==> src/rtl/serial_subtractor_s.sv <==
// rtl/serial_subtractor_s.sv - bit-serial WIDTH-bit subtractor (a - b - borrow_in), LSB first
module serial_subtractor_s #(
    parameter int WIDTH = 4
) (
    input  logic             clk,
    input  logic             rst_n,
    input  logic             start,
    input  logic [WIDTH-1:0] a,
    input  logic [WIDTH-1:0] b,
    input  logic             input_borrow,
    output logic [WIDTH-1:0] diff,
    output logic             output_borrow,
    output logic             overflow,
    output logic             busy,
    output logic             done
);

    localparam int CW = (WIDTH > 2) ? $clog2(WIDTH) : 1;

    localparam logic [1:0] IDLE = 2'd0;
    localparam logic [1:0] RUN  = 2'd1;
    localparam logic [1:0] DONE = 2'd2;

    localparam logic [CW-1:0] LAST = CW'(WIDTH - 1);

    logic [1:0]       state;
    logic [1:0]       state_nx;

    // Operand shift registers drain LSB first; r_sh fills from the MSB side
    // so that after WIDTH shifts bit 0 of the result sits in r_sh[0].
    logic [WIDTH-1:0] a_sh;
    logic [WIDTH-1:0] b_sh;
    logic [WIDTH-1:0] r_sh;
    logic             br;
    logic [CW-1:0]    cnt;

    // Sign bits captured at load: the shift registers no longer hold them
    // by the time the overflow flag is formed.
    logic             a_msb;
    logic             b_msb;

    logic             d_bit;
    logic             br_nx;
    logic [WIDTH-1:0] r_nx;
    logic             last_bit;

    // Single-bit full subtractor on the current LSBs and the borrow FF
    always_comb begin
        d_bit    = a_sh[0] ^ b_sh[0] ^ br;
        br_nx    = (~a_sh[0] & b_sh[0]) | (~(a_sh[0] ^ b_sh[0]) & br);
        r_nx     = {d_bit, r_sh[WIDTH-1:1]};
        last_bit = (cnt == LAST);
    end

    // Next-state logic: IDLE -> RUN on start, RUN for WIDTH bits, DONE for one cycle
    always_comb begin
        state_nx = state;
        case (state)
            IDLE:    if (start) state_nx = RUN;
            RUN:     if (last_bit) state_nx = DONE;
            DONE:    state_nx = IDLE;
            default: state_nx = IDLE;
        endcase
    end

    // State register
    always_ff @(posedge clk or negedge rst_n) begin
        if (!rst_n) begin
            state <= IDLE;
        end else begin
            state <= state_nx;
        end
    end

    // Datapath: load operands in IDLE, shift one bit per cycle in RUN
    always_ff @(posedge clk or negedge rst_n) begin
        if (!rst_n) begin
            a_sh  <= '0;
            b_sh  <= '0;
            r_sh  <= '0;
            br    <= 1'b0;
            cnt   <= '0;
            a_msb <= 1'b0;
            b_msb <= 1'b0;
        end else if (state == IDLE) begin
            if (start) begin
                a_sh  <= a;
                b_sh  <= b;
                br    <= input_borrow;
                cnt   <= '0;
                a_msb <= a[WIDTH-1];
                b_msb <= b[WIDTH-1];
            end
        end else if (state == RUN) begin
            a_sh <= {1'b0, a_sh[WIDTH-1:1]};
            b_sh <= {1'b0, b_sh[WIDTH-1:1]};
            r_sh <= r_nx;
            br   <= br_nx;
            cnt  <= cnt + 1'b1;
        end
    end

    // Result registers update only once, on the edge that processes the last bit
    always_ff @(posedge clk or negedge rst_n) begin
        if (!rst_n) begin
            diff          <= '0;
            output_borrow <= 1'b0;
            overflow      <= 1'b0;
        end else if ((state == RUN) && last_bit) begin
            diff          <= r_nx;
            output_borrow <= br_nx;
            overflow      <= (a_msb ^ b_msb) & (d_bit ^ a_msb);
        end
    end

    assign busy = (state != IDLE);
    assign done = (state == DONE);

endmodule

==> config.mk <==
export PLATFORM = sky130hd
export DESIGN_NAME = serial_subtractor_s
export DESIGN_NICKNAME = d
export VERILOG_FILES = /design/src/rtl/serial_subtractor_s.sv
export SDC_FILE = /design/constraint.sdc
export NUM_CORES = 1
export LEC_CHECK = 0
export ABC_CLOCK_PERIOD_IN_PS = 1400
export BUFFER_PORTS_ARGS = -buffer_cell sky130_fd_sc_hd__buf_4
export CORE_MARGIN = 2
export CORE_UTILIZATION = 48
export CTS_CLUSTER_SIZE = 20
export DETAILED_ROUTE_END_ITERATION = 10
export PLACE_DENSITY_LB_ADDON = 0.12
export REMOVE_ABC_BUFFERS = 1
export SYNTH_ARGS = -nofsm -noshare
export SYNTH_HDL_FRONTEND = slang
export SYNTH_SLANG_ARGS = --single-unit
==> constraint.sdc <==
create_clock -name clk -period 1.4 [get_ports clk]
set_clock_uncertainty 0.05 [all_clocks]
set_input_delay 0.07 -clock clk [delete_from_list [all_inputs] [get_ports clk]]
set_output_delay 0.07 -clock clk [all_outputs]
set_load 0.005 [all_outputs]
==> flow_summary.ini <==
[outcome]
status = finished with violations
violations = negative setup slack

[global_route]
grt_max_degree = 25
busiest_layer = met2
grtUsageMet2 = 0.3165
grt_pass1_vias = 764
antenna_found_initial = 0
use_met1 = 0.2514
use_met3 = 0.02874
overflow = 0
grt_pass1_wl_um = 3698
grt_usage = 0.1967

[detailed_routing]
routed_via_density = 5.224
post-route-drc-count = 0
drt_iter0_drc = 9
wl_per_cell_um = 15.33
dr.pass1.iters = 4
drt_wl_total_um = 2529
num_vias = 862
drtAntennaViolNets = 0

[sta]
max_freq_mhz = 658.0
rsz0062_at_grt = yes
period_minus_slack_ps = 1520
finalMaxSlewViolations = 0
report.final.setup_viol = 1
slew_headroom = 0.7184
tns_ps = -119.8
setup_ws_ps = -119.8
fin_crit_sh = 1.086
worst_pin_slew_ps = 422.1
timing.hold.ws_ps = 70.17
hold_viol = 0

[min_path]
holdCritStartpoint = start
hp-class = in -> reg

[finish]
nFillCells = 155
fin_nets = 152
regArea_um2 = 603.1
syn_to_final_growth_pct = 42.40
layout-drive-gt1-share = 0.4599
multiInputGateArea_um2 = 484.2
antenna_cells = 0
fin_util = 0.7173
final_cell_area_um2 = 1572

[power_and_ir_drop]
power_leakage_nw = 0.7635
ir_drop_mv = 1.211
powerDensity_nw_per_um2 = 2198

[setup_path]
criticalPathCategory = reg -> reg
arrival_ps = 1690
path_max_fanout = 4
crit_path_max_incr_delay_ps = 460
startpoint_type = flop
slowest_stage = fa_2
cp.required_ps = 1570
end_kind = flop
critPathLaunch = b_sh[0]$_DFFE_PN0P_
path_cells = inv_2 -> fa_2 -> nor2b_1 -> a21oi_1 -> o21ai_1
r2r-start = b_sh[0]$_DFFE_PN0P_

[cts]
cts_sinks = 24
cts_root_buffer = clkbuf_4
clkLatencyLatePin_ps = 320
cts_tree = yes
numCtsBuffers = 3
cts_buffer_depth = 2
htreeDepth = 1
cts.reportedPaths.clkPinSlew_ps = 130

[placed_design]
place_hpwl_um = 1475
place_area_um2 = 1299
portBuffers = 19
place_congestion = 0.6609

[synthesis]
yosysWarnings = 0
synth.distinct_cells = 22
syn_area_per_cell_um2 = 11.87
syn-cell-area_um2 = 1104
syn_inst = 93
yosysSeqAreaShare = 0.5442
synth_seq_cells = 24

[floorplan]
core_area_um2 = 2191
rows = 17
die-area_um2 = 2699
initial_core_util = 0.5037
die-width_um = 51.95
io_pins = 20
die_h_um = 51.95

[run]
drv_cap = 0
## sequential cells by signal (all words and copies together), names as in the netlist
name,cells
a_sh,4
b_sh,4
diff,4
r_sh,3
cnt,2
state,2
a_msb,1
b_msb,1
br,1
output_borrow,1
overflow,1
## layer usage
layer | share of wire | up-vias
met5 | 0 | -
met3 | 0.023 | 4
met2 | 0.52 | 15
met1 | 0.44 | 434
met4 | 0.010 | 0
li1 | - | 409
## placed cells by master (no fill, tap or decap)
cell / netlist / layout
o21ai_1: 0 / 1
o21ai_0: 11 / 10
buf_6: 0 / 3
nor2b_2: 1 / 1
a22oi_1: 4 / 4
a22o_1: 1 / 1
nor2b_1: 5 / 5
nand3b_4: 1 / 1
bufinv_16: 0 / 1
dfrtp_1: 24 / 22
nor2b_4: 3 / 3
clkbuf_16: 0 / 1
and3b_1: 2 / 2
nand2_1: 11 / 11
inv_2: 0 / 2
mux2_2: 8 / 7
buf_4: 1 / 31
clkbuf_4: 0 / 3
o21bai_2: 1 / 1
dfrtp_2: 0 / 2
or2_4: 0 / 1
ha_1: 1 / 1
inv_1: 4 / 2
buf_12: 0 / 1
a21oi_1: 7 / 7
dlygate4sd3_1: 0 / 7
mux2_4: 2 / 3
fa_2: 0 / 1
nor2_1: 1 / 1
nor3b_2: 0 / 1
## where the power goes
group	internal (W)	switching, W
combinational	0.00105	0.000682
sequential	0.00101	0.000208
clock	0.000290	0.000219
total	0.00234	0.00111
## cell type report
cell class              instances  share of cell area
flip-flops and latches         24              0.3838
multi-input cells              62              0.3081
repair buffers                 43              0.2428
clock buffers                   3             0.01433
well taps                      28             0.02229
inverters                       4            0.009554
clock inverters                 1             0.01911
## worst paths after layout
path,end,slack (ps),cells past startpoint
max,overflow$_DFFE_PN0P_,-120,5
min,b_sh[3]$_DFFE_PN0P_,70,4
max reg2reg,overflow$_DFFE_PN0P_,-120,5
min reg2reg,output_borrow$_DFFE_PN0P_,450,2
max in group asynchronous,state[1]$_DFFE_PN0P_,920,2
min in group asynchronous,b_sh[3]$_DFFE_PN0P_,110,2
## worst max-delay path, delay by kind of cell, from the launching register on
kind                     cells  cell delay [ps]
AO/OA/AOI/OAI                2              260
flip-flops                   1              430
buffers and inverters        1               70
AND/OR/NAND/NOR              1              150
adder cells (fa/ha/maj)      1              460
## logic make-up (layout without fill, tap and decap cells)
logic type	Yosys count	count (layout)	share of synthesized area
AND/OR/NAND/NOR	26	26	0.1610
multiplexers	10	10	0.1088
adder cells (fa/ha/maj)	2	2	0.02948
AO/OA/AOI/OAI	24	24	0.1270
buffers and inverters	7	51	0.02948
flip-flops	24	24	0.5442
## stage by stage
stage                     std cells  setup slack (ps)  total power (W)
after floorplan                  90            -32.09         0.001997
after global routing            165            -168.6         0.003674
final                           165            -119.8         0.003453
after detailed placement        140            -138.5         0.002509
after global placement          140            -18.83         0.002442
after CTS                       153            -118.1         0.003124
## synth_stat cells
| cell | n | area share |
|---|---|---|
| o21ai_0 | 11 | 0.050 |
| inv_1 | 4 | 0.014 |
| nor3b_1 | 1 | 0.0068 |
| nor2b_4 | 3 | 0.037 |
| and3b_1 | 2 | 0.016 |
| dfrtp_1 | 24 | 0.54 |
| a22o_1 | 1 | 0.0079 |
| nor2_1 | 1 | 0.0034 |
| o21bai_2 | 1 | 0.010 |
| or2_2 | 1 | 0.0057 |
| a21oi_1 | 7 | 0.032 |
| fa_1 | 1 | 0.018 |
| ha_1 | 1 | 0.011 |
| nor2b_1 | 5 | 0.028 |
| nor2b_2 | 1 | 0.0079 |
| mux2_4 | 2 | 0.027 |
| buf_2 | 2 | 0.0091 |
| a22oi_1 | 4 | 0.027 |
| nand2_1 | 11 | 0.037 |
| mux2_2 | 8 | 0.082 |
| buf_4 | 1 | 0.0068 |
| nand3b_4 | 1 | 0.018 |
## what timing repair did
action	CTS	global route
resized for setup	7	5
buffers inserted	2	11
pin swaps	2	0
endpoints found under the setup margin	4	9
cloned	0	1
hold buffers	7	0
endpoints found under the hold margin	31	0
Note: power is estimated with default switching activity, not from simulation.
